==> config.mk <==
export PLATFORM = sky130hd
export DESIGN_NAME = dht11_sample_ctrl
export DESIGN_NICKNAME = d
export VERILOG_FILES = /design/src/rtl/dht11_pkg.sv /design/src/rtl/dht11_avg_ch.sv /design/src/rtl/dht11_sample_ctrl.sv
export SDC_FILE = /design/constraint.sdc
export NUM_CORES = 1
export LEC_CHECK = 0
export BUFFER_PORTS_ARGS = -buffer_cell sky130_fd_sc_hd__buf_2
export CORE_ASPECT_RATIO = 0.7
export CORE_MARGIN = 10
export CORE_UTILIZATION = 45
export DETAILED_ROUTE_END_ITERATION = 10
export SLEW_MARGIN = 5
export SYNTH_ARGS = -nofsm -noshare
export SYNTH_HDL_FRONTEND = slang
export SYNTH_SLANG_ARGS = --single-unit
==> constraint.sdc <==
create_clock -name clk -period 3.4 [get_ports clk]
set_clock_uncertainty 0.1 [all_clocks]
set_input_delay 0.68 -clock clk [delete_from_list [all_inputs] [get_ports clk]]
set_output_delay 0.68 -clock clk [all_outputs]
set_load 0.01 [all_outputs]
==> src/rtl/dht11_pkg.sv <==
// dht11_pkg: shared types, sensor limits and helpers for the DHT11 sample controller.
package dht11_pkg;
  localparam int SENS_W = 8;
  localparam int TEMP_MAX = 50;
  localparam int HUM_MAX = 95;
  typedef logic [SENS_W-1:0] sens_t;
  typedef enum logic [2:0] {
    ST_WARMUP,
    ST_IDLE,
    ST_TRIG,
    ST_WAIT_RDY,
    ST_CAPTURE,
    ST_GAP
  } state_t;
  function automatic sens_t sat_inc(input sens_t v);
    return (v == '1) ? v : v + sens_t'(1);
  endfunction
  function automatic logic hyst(input logic cur, input sens_t v, input sens_t hi, input sens_t lo);
    return (v >= hi) ? 1'b1 : (v <= lo) ? 1'b0 : cur;
  endfunction
endpackage

==> src/rtl/dht11_avg_ch.sv <==
// dht11_avg_ch: moving average over a ring of samples; shows the latest raw sample until full.
module dht11_avg_ch
  import dht11_pkg::*;
#(
  parameter int AVG_LOG2 = 2
) (
  input  logic  clk,
  input  logic  rst_n,
  input  logic  push,
  input  sens_t din,
  output sens_t dout,
  output logic  full
);
  localparam int DEPTH = 2 ** AVG_LOG2;
  localparam int SUM_W = SENS_W + AVG_LOG2;
  localparam int FILL_W = AVG_LOG2 + 1;
  sens_t ring_q [DEPTH];
  sens_t ring_d [DEPTH];
  logic [AVG_LOG2-1:0] wp_q, wp_d;
  logic [FILL_W-1:0] fill_q, fill_d;
  logic [SUM_W-1:0] sum_q, sum_d;
  sens_t last_q, last_d;
  assign full = fill_q == FILL_W'(DEPTH);
  assign dout = full ? sens_t'(sum_q >> AVG_LOG2) : last_q;
  // the slot at wp_q holds the oldest sample, so it leaves the sum as din enters
  always_comb begin
    ring_d = ring_q;
    ring_d[wp_q] = push ? din : ring_q[wp_q];
    wp_d = push ? wp_q + AVG_LOG2'(1) : wp_q;
    sum_d = push ? sum_q + SUM_W'(din) - SUM_W'(ring_q[wp_q]) : sum_q;
    fill_d = (push && !full) ? fill_q + FILL_W'(1) : fill_q;
    last_d = push ? din : last_q;
  end
  always_ff @(posedge clk or negedge rst_n) begin
    if (!rst_n) begin
      ring_q <= '{default: '0};
      wp_q <= '0;
      fill_q <= '0;
      sum_q <= '0;
      last_q <= '0;
    end else begin
      ring_q <= ring_d;
      wp_q <= wp_d;
      fill_q <= fill_d;
      sum_q <= sum_d;
      last_q <= last_d;
    end
  end
endmodule

==> src/rtl/dht11_sample_ctrl.sv <==
// dht11_sample_ctrl: periodic DHT11 request sequencer with range check, averaging,
// hysteresis alarms and timeout/error accounting.
module dht11_sample_ctrl
  import dht11_pkg::*;
#(
  parameter int WARMUP_CYC = 60_000_000,
  parameter int PERIOD_CYC = 100_000_000,
  parameter int TIMEOUT_CYC = 50_000_000,
  parameter int EN_CYC = 16,
  parameter int AVG_LOG2 = 2,
  parameter int T_HI = 35,
  parameter int T_LO = 30,
  parameter int H_HI = 80,
  parameter int H_LO = 70
) (
  input  logic       clk,
  input  logic       rst_n,
  input  logic       enable,
  output logic       dht_sample_en,
  input  logic       dht_data_rdy,
  input  logic [7:0] dht_temperature,
  input  logic [7:0] dht_humidity,
  output logic [7:0] temp_out,
  output logic [7:0] hum_out,
  output logic       avg_valid,
  output logic       new_sample,
  output logic       temp_alarm,
  output logic       hum_alarm,
  output logic       timeout_err,
  output logic [7:0] err_cnt
);
  localparam int TMAX = (WARMUP_CYC > PERIOD_CYC) ? WARMUP_CYC : PERIOD_CYC;
  localparam int TW = $clog2(TMAX + 1);
  typedef logic [TW-1:0] tmr_t;
  state_t st_q, st_d;
  tmr_t tmr_q, tmr_d;
  logic rdy_q, se_q, se_d, push_q, push_d, new_q, new_d, valid_q, valid_d;
  logic talm_q, talm_d, halm_q, halm_d, tout_q, tout_d;
  sens_t cap_t_q, cap_t_d, cap_h_q, cap_h_d, temp_q, temp_d, hum_q, hum_d, err_q, err_d;
  sens_t avg_t, avg_h;
  logic full_t, full_h, rdy_edge, tmo, in_range;
  assign rdy_edge = dht_data_rdy & ~rdy_q;
  assign tmo = tmr_q >= tmr_t'(TIMEOUT_CYC - 1);
  assign in_range = (cap_t_q <= sens_t'(TEMP_MAX)) && (cap_h_q <= sens_t'(HUM_MAX));
  assign dht_sample_en = se_q;
  assign temp_out = temp_q;
  assign hum_out = hum_q;
  assign avg_valid = valid_q;
  assign new_sample = new_q;
  assign temp_alarm = talm_q;
  assign hum_alarm = halm_q;
  assign timeout_err = tout_q;
  assign err_cnt = err_q;
  dht11_avg_ch #(.AVG_LOG2(AVG_LOG2)) u_avg_t (
    .clk(clk), .rst_n(rst_n), .push(push_d), .din(cap_t_q), .dout(avg_t), .full(full_t)
  );
  dht11_avg_ch #(.AVG_LOG2(AVG_LOG2)) u_avg_h (
    .clk(clk), .rst_n(rst_n), .push(push_d), .din(cap_h_q), .dout(avg_h), .full(full_h)
  );
  // one timer serves warm-up, the enable pulse width, the timeout and the period
  always_comb begin
    st_d = st_q;
    tmr_d = tmr_q + tmr_t'(1);
    se_d = 1'b0;
    push_d = 1'b0;
    new_d = push_q;
    cap_t_d = cap_t_q;
    cap_h_d = cap_h_q;
    err_d = err_q;
    tout_d = tout_q;
    temp_d = push_q ? avg_t : temp_q;
    hum_d = push_q ? avg_h : hum_q;
    valid_d = push_q ? (full_t & full_h) : valid_q;
    talm_d = new_q ? hyst(talm_q, temp_q, sens_t'(T_HI), sens_t'(T_LO)) : talm_q;
    halm_d = new_q ? hyst(halm_q, hum_q, sens_t'(H_HI), sens_t'(H_LO)) : halm_q;
    case (st_q)
      ST_WARMUP: st_d = (tmr_q == tmr_t'(WARMUP_CYC - 1)) ? ST_IDLE : ST_WARMUP;
      ST_IDLE: begin
        st_d = enable ? ST_TRIG : ST_IDLE;
        tmr_d = '0;
        se_d = enable;
      end
      ST_TRIG: begin
        st_d = !enable ? ST_IDLE : (tmr_q == tmr_t'(EN_CYC - 1)) ? ST_WAIT_RDY : ST_TRIG;
        se_d = enable && (tmr_q != tmr_t'(EN_CYC - 1));
      end
      ST_WAIT_RDY: begin
        st_d = (rdy_edge || tmo) ? (rdy_edge ? ST_CAPTURE : ST_GAP) : ST_WAIT_RDY;
        cap_t_d = rdy_edge ? dht_temperature : cap_t_q;
        cap_h_d = rdy_edge ? dht_humidity : cap_h_q;
        tout_d = (!rdy_edge && tmo) ? 1'b1 : tout_q;
        err_d = (!rdy_edge && tmo) ? sat_inc(err_q) : err_q;
      end
      ST_CAPTURE: begin
        st_d = ST_GAP;
        push_d = in_range;
        tout_d = in_range ? 1'b0 : tout_q;
        err_d = in_range ? err_q : sat_inc(err_q);
      end
      ST_GAP: begin
        st_d = !enable ? ST_IDLE : (tmr_q == tmr_t'(PERIOD_CYC - 1)) ? ST_TRIG : ST_GAP;
        tmr_d = (st_d == ST_TRIG) ? '0 : tmr_q + tmr_t'(1);
        se_d = st_d == ST_TRIG;
      end
      default: st_d = ST_WARMUP;
    endcase
  end
  always_ff @(posedge clk or negedge rst_n) begin
    if (!rst_n) begin
      st_q <= ST_WARMUP;
      tmr_q <= '0;
      rdy_q <= 1'b0;
      se_q <= 1'b0;
      push_q <= 1'b0;
      new_q <= 1'b0;
      valid_q <= 1'b0;
      talm_q <= 1'b0;
      halm_q <= 1'b0;
      tout_q <= 1'b0;
      cap_t_q <= '0;
      cap_h_q <= '0;
      temp_q <= '0;
      hum_q <= '0;
      err_q <= '0;
    end else begin
      st_q <= st_d;
      tmr_q <= tmr_d;
      rdy_q <= dht_data_rdy;
      se_q <= se_d;
      push_q <= push_d;
      new_q <= new_d;
      valid_q <= valid_d;
      talm_q <= talm_d;
      halm_q <= halm_d;
      tout_q <= tout_d;
      cap_t_q <= cap_t_d;
      cap_h_q <= cap_h_d;
      temp_q <= temp_d;
      hum_q <= hum_d;
      err_q <= err_d;
    end
  end
endmodule

==> metrics.yaml, run 1 <==
placement:
  routabilityCongestion: 0.8517
  place_area_um2: 10300
  pre_cts_slack_ns: 0.05113
  io_buffers: 49
  dpl.hpwl_mm: 15.75
critical_path:
  cp.required_ns: 3.63
  cp.arrival_ns: 3.46
  end_kind: "flop"
  cp-start-kind: "flop"
  path_class: "flop to flop"
  path_max_fanout: 5
finish:
  stdcell_area_um2: 10900
  fillers: 1888
  drive_gt1_share_pct: 15.04
  area_growth_pct: 12.29
  postLayoutCoreUtil_pct: 51.98
  regArea_um2: 4707
  antenna_cells: 0
  multi_input_area_um2: 4531
  nets: 1075
drt:
  first_pass_iters: 6
  drc_errors: 0
  wl_per_cell_um: 16.58
  routed_wl_mm: 21.44
  antenna_left: 0
  avgViaCountPerCell: 5.266
  vias: 6809
  drt_iter0_drc: 505
yosys:
  synth_nets: 1029
  ys.flop_type: "dfrtp_1"
  synth_edf_count: 0
  synth_cells: 959
  yosys.area.top_type: "dfrtp_1"
  ys_seq_area_share_pct: 48.45
  synth_area_leaders: "dfrtp_1 (48%), nor2_1 (4.9%), a21oi_1 (4.8%), ha_1 (4.4%), mux4_2 (3.7%)"
  syn-cell-area_um2: 9709
  synth_top_cell_area_share_pct: 48.45
  async_flop_share_pct: 100.0
  synth_cell_types: 62
  ys_warn_count: 0
  synth_area_per_cell_um2: 10.12
  ys_ff_latch: 188
floorplan:
  io_pins: 50
  initial_core_util_pct: 46.29
  die_w_um: 195.6
  die_area_um2: 27950
  die_height_um: 142.9
  core.rowCount: 44
  core-area_um2: 20980
sta:
  finalSetupViolations: 0
  timing.hold.ws_ns: 0.1996
  final.period_utilization_pct: 95.16
  setup_ws_ns: 0.1645
  maxSlewHeadroom_pct: 46.06
  slew_viol_final: 0
  hold_viol: 0
  tightest_slew_ns: 0.7886
  finalCriticalPeriod_ns: 3.235
  maxClockFrequency_ghz: 0.3091
power:
  pwr_density_cell_nw_per_um2: 850.7
  finalPower_uw: 9275
  ir_drop_uv: 447.3
  leakagePower_uw: 0.005131
grt:
  grt_pass1_vias: 6444
  grt_pass1_wl_mm: 35.67
  grt_max_degree: 83
  gr-total-overflow: 0
  grtUsageTotal_pct: 15.70
  antenna_found_initial: 0
cts:
  cts_buffers: 17
  cts_tree: "done"
  clock-root-buffer: "clkbuf_16"
  clockBufferDepth: 2
  post_cts_buffers: 0
  insertion_delay_ns: 0.43
  htree_levels: 4
  clkSlewWorstSetupHoldPaths_ns: 0.07
  cts_num_sinks: 188
worst_hold_path:
  hold_class: "input port to async pin"
status:
  status: "completed"
flow_run:
  cap_violations: 0
## final cells by class
type	count	share of cell area (%)
well taps	276	3.167
clock inverters	12	1.205
multi-input cells	647	41.55
flip-flops and latches	188	43.17
clock buffers	19	4.062
repair buffers	67	3.948
inverters	84	2.892
## critical path: stages, from the launching register on
cell and delay, ns:
dfrtp_2 0.44, mux4_2 0.55, fa_1 0.49, inv_1 0.04
ha_1 0.29, nor2b_1 0.13, o21ai_0 0.24, a21boi_1 0.14
buf_4 0.16, o21a_1 0.18, o21a_1 0.17, o31ai_1 0.20
## path summary, 6_finish.rpt
path | from | end | slack [ns] | depth (start not counted)
worst max-delay path | u_avg_t.wp_q[0] | u_avg_t.sum_q[6] | 0.16 | 11
worst min-delay path | rst_n | err_cnt[0] | 0.20 | 1
worst max register to register | u_avg_t.wp_q[0] | u_avg_t.sum_q[6] | 0.16 | 11
worst min register to register | u_avg_t.last_q[3] | u_avg_t.last_q[3] | 0.38 | 1
max in group asynchronous | rst_n | u_avg_h.wp_q[0] | 2.33 | 2
min in group clk | dht_data_rdy | rdy_q | 0.28 | 1
## cells in the mapped netlist, drive strengths merged (6+ instances only)
library cell / count
xor2: 15
o211ai: 8
xnor2: 33
nor4: 10
nand4: 12
fa: 16
nand3: 20
and2: 10
a21o: 6
mux4: 16
clkbuf: 26
inv: 84
nand2: 74
nor2b: 6
dfrtp: 188
and3: 7
ha: 34
buf: 14
mux2i: 17
nor3: 9
o21ai: 51
mux2: 18
a21oi: 95
nor2: 130
## report_power, final
part           internal [uW]  switching (uW)  total [uW]
Combinational           1770            2310        4080
Clock                   1050             918        1970
Sequential              2810             410        3220
## logic make-up after synthesis
family	Yosys count	synth area share, %
AOI/OAI and AO/OA	195	11.69
and+or+nand+nor	303	15.10
xor gates and xnor gates	48	4.330
adders and majority gates	50	7.680
buffers and inverters	124	5.193
muxes	51	7.552
DFF	188	48.45
## per-layer routing
metal	global-route usage, %	vias up	wire length (um)
li1	-	3362	-
met1	25.57	3270	11840
met2	19.72	163	8217
met3	3.719	14	1225
met4	3.686	0	163
met5	0	-	0
## through the flow
stage          setup TNS [ns]  std cells
2_1_floorplan               0        959
3_3_place_gp                0       1262
3_5_place_dp                0       1262
4_1_cts                     0       1293
5_1_grt              -0.03379       1293
6_report                    0       1293
## layout by cell type, fill, tap and decap left out, types with 15 or more instances in the layout
cell       synthesis  routed
dfrtp_1          188     186
nor2_1           128     127
a21oi_1           94      93
inv_1             83      83
nand2_1           74      74
o21ai_0           50      48
buf_2             10      48
xnor2_1           33      33
ha_1              34      33
nand3_1           19      19
mux2i_1           17      17
mux2_2            17      17
clkbuf_16          0      17
mux4_2            16      16
fa_1              16      16
xor2_1            15      15
## registers in the layout (all words and copies together), names as in the netlist, 2 cells and up
signal          flops
u_avg_h.last_q      8
temp_out            8
u_avg_h.sum_q      10
u_avg_t.sum_q      10
u_avg_t.wp_q        2
u_avg_h.wp_q        2
u_avg_t.fill_q      3
u_avg_t.ring_q     32
cap_t_q             8
u_avg_t.last_q      8
st_q                3
err_cnt             8
u_avg_h.fill_q      3
u_avg_h.ring_q     32
cap_h_q             8
hum_out             8
tmr_q              27
## what timing repair did
action	4_1_cts	5_1_grt
endpoints found under the setup margin	0	7
gates resized for setup	0	13
hold buffers	0	0
hold endpoints to repair	0	0
Note: power is estimated with default switching activity, not from simulation.
==> inputs of run 2 (changes only) <==
--- a/config.mk
+++ b/config.mk
@@ -8,7 +8,7 @@
 export BUFFER_PORTS_ARGS = -buffer_cell sky130_fd_sc_hd__buf_2
 export CORE_ASPECT_RATIO = 0.7
 export CORE_MARGIN = 10
-export CORE_UTILIZATION = 45
+export CORE_UTILIZATION = 30
 export DETAILED_ROUTE_END_ITERATION = 10
 export SLEW_MARGIN = 5
 export SYNTH_ARGS = -nofsm -noshare
==> run 2 against run 1 <==
  * Combinational power is 1% lower
  * Count of clock-buffer cells in the layout is 1 lower
  * Routed wire length hardly changed
  * Setup slack better by 0.022 ns
  * Die area is 43% higher
  * Critical endpoint is now u_avg_t.sum_q[7]
  * Register-to-register slack better by 0.02 ns
  * Sequential share of layout area is 0.72 points lower
  * Fmax is 0.70% higher
  * Critical path type unchanged
  * Cell count is 12% higher
  * Sequential cell count stayed put
  * Critical path depth is 1 lower
  * Worst hold slack better by 0.0051 ns
==> metrics.yaml, run 2 (synthesis gave the netlist of run 1 again) <==
placement:
  place_area_um2: 10460  # +1.5%
  routabilityCongestion: 0.8145  # -4.4%
  io_buffers: 49  # unchanged
  dpl.hpwl_mm: 15.68  # -0.45%
cts:
  cts_num_sinks: 188  # unchanged
  clkSlewWorstSetupHoldPaths_ns: 0.08  # about the same
  clock-root-buffer: "clkbuf_16"
  cts_buffers: 17  # unchanged
  htree_levels: 4  # unchanged
  insertion_delay_ns: 0.43  # about the same
  cts_tree: "done"
  clockBufferDepth: 2  # unchanged
critical_path:
  end_kind: "flop"
  cp.required_ns: 3.59  # -0.04 ns
  cp-start-kind: "flop"
  crit_start: "u_avg_t.wp_q[0]"
  r2r_slack_ns: 0.19  # +0.02 ns
  path_class: "flop to flop"
  timing.rr.start: "u_avg_t.wp_q[0]"
  rr_worst_depth: 10  # -1
  cp-endpoint: "u_avg_t.sum_q[7]"
  cp.arrival_ns: 3.40  # -0.06 ns
  path_max_fanout: 4  # -1
  rr_endpoint: "u_avg_t.sum_q[7]"
finish:
  layout_commonest_cell: "dfrtp_1"
  area_growth_pct: 14.19
  stdcell_area_um2: 11090  # +1.7%
  antenna_cells: 0  # unchanged
  final_cell_mix: "dfrtp_1 (186), nor2_1 (127), a21oi_1 (94), inv_1 (83), nand2_1 (74)"
  reg_top3: "u_avg_h.ring_q: 32 flops, u_avg_t.ring_q: 32 flops, tmr_q: 27 flops"
  fillers: 3212  # +70%
  drive_gt1_share_pct: 14.95  # -0.098 points
  nets: 1074  # -0.093%
power:
  leakagePower_uw: 0.005142  # +0.21%
  pwr-share-seq_pct: 34.7  # about the same
  ir_drop_uv: 369.7  # -17%
  power_frac_comb_pct: 43.3  # -0.7 points
  switching_power_uw: 3669  # +0.85%
  p_sw_share_pct: 39.52  # +0.29 points
  clock_power_share_pct: 22.0  # +0.8 points
  internal_power_uw: 5616  # -0.37%
  pwr_density_cell_nw_per_um2: 837.5  # -1.6%
sta:
  finalCriticalPeriod_ns: 3.213  # -0.02250 ns
  maxSlewHeadroom_pct: 33.25  # -13 points
  finalSetupViolations: 0  # unchanged
  maxClockFrequency_ghz: 0.3112  # +0.70%
  slew_viol_final: 0  # unchanged
  timing.hold.ws_ns: 0.2047  # +0.005111 ns
  hold_viol: 0  # unchanged
  final.period_utilization_pct: 94.50  # -0.66 points
  tightest_slew_ns: 1.000  # +0.2116 ns
floorplan:
  core-area_um2: 32140  # +53%
  io_pins: 50  # unchanged
  initial_core_util_pct: 30.21  # -16 points
  core.rowCount: 55  # +25%
  die_w_um: 235.0  # +20%
  die_height_um: 170.5  # +19%
  die_area_um2: 40070  # +43%
grt:
  grt-busiest-layer: "met1"
  gr-total-overflow: 0  # unchanged
  use_met2_pct: 14.87  # -4.9 points
  grt_max_degree: 86  # +3.6%
  grt_use_met3_pct: 2.195  # -1.5 points
  grt_use_met1_pct: 17.13  # -8.4 points
  grt_pass1_wl_mm: 36.33  # +1.8%
  grtUsageTotal_pct: 11.09  # -4.6 points
  grt_pass1_vias: 6661  # +3.4%
  antenna_found_initial: 0  # unchanged
drt:
  antenna_left: 0  # unchanged
  vias: 6802  # -0.10%
  first_pass_iters: 5  # -1
  avgViaCountPerCell: 4.711  # -11%
  drc_errors: 0  # unchanged
  drt_iter0_drc: 452  # -10%
  routed_wl_mm: 21.45  # about the same
  wl_per_cell_um: 14.85  # -10%
worst_hold_path:
  hold_class: "input port to async pin"
status:
  status: "completed"
flow_run:
  cap_violations: 0  # unchanged
-- run 2: area by class of cell --
type,instances,area [um2],area share (%)
clock inverters,14,173.9,1.569
multi-input cells,647,4529,40.85
clock buffers,18,429.2,3.871
inverters,84,315.3,2.844
well taps,427,534.3,4.819
repair buffers,66,397.9,3.589
flip-flops and latches,188,4707,42.46
-- run 2: stage by stage --
stage | setup TNS [ns] | setup slack (ns) | cells | util (%) | power, uW
CTS | 0 | 0.1010 | 1444 | 34.42 | 9269
global placement | 0 | 0.1618 | 1412 | 32.55 | 7092
global route | -0.02410 | -0.02410 | 1444 | 34.50 | 10110
detailed placement | 0 | 0.1085 | 1412 | 32.55 | 7196
floorplan | 0 | 0.09322 | 959 | - | 6139
finish | 0 | 0.1870 | 1444 | 34.50 | 9285
-- run 2: power groups by stage --
stage	Combinational (uW)	Sequential, uW	Clock, uW
2_1_floorplan	2970	3170	0
3_3_place_gp	3850	3250	0
3_5_place_dp	3930	3270	0
4_1_cts	3950	3220	2090
5_1_grt	4620	3310	2190
6_report	4020	3230	2040
-- run 2: how the worst min path moves through the flow --
stage,endpoint,slack (ns),cells after the start
after CTS,u_avg_t.wp_q[1],0.22,1
after global placement,u_avg_h.fill_q[2],0.36,1
final,tmr_q[17],0.20,1
after detailed placement,u_avg_h.fill_q[2],0.37,1
after floorplan,new_sample,0.25,0
after global routing,tmr_q[17],0.26,1
-- run 2: worst max-delay path: stages, from the launching register on --
cell	delay (ns)
dfrtp_2	0.43
mux4_2	0.54
fa_1	0.56
inv_1	0.06
ha_1	0.32
a211oi_2	0.30
o21ai_0	0.15
a21o_1	0.21
a21oi_1	0.18
xnor2_1	0.13
o21ai_0	0.09
-- run 2: timing repair --
action | 4_1_cts | 5_1_grt
buffers inserted | 0 | 0
resized for setup | 0 | 10
hold buffers | 0 | 0
setup endpoints to repair | 0 | 7
-- run 2: routing by layer --
layer  part of all wire [%]  up-vias
li1                       -     3362
met1                     54     3297
met2                     40      132
met3                    4.0       11
met4                    1.3        0
met5                      0        -
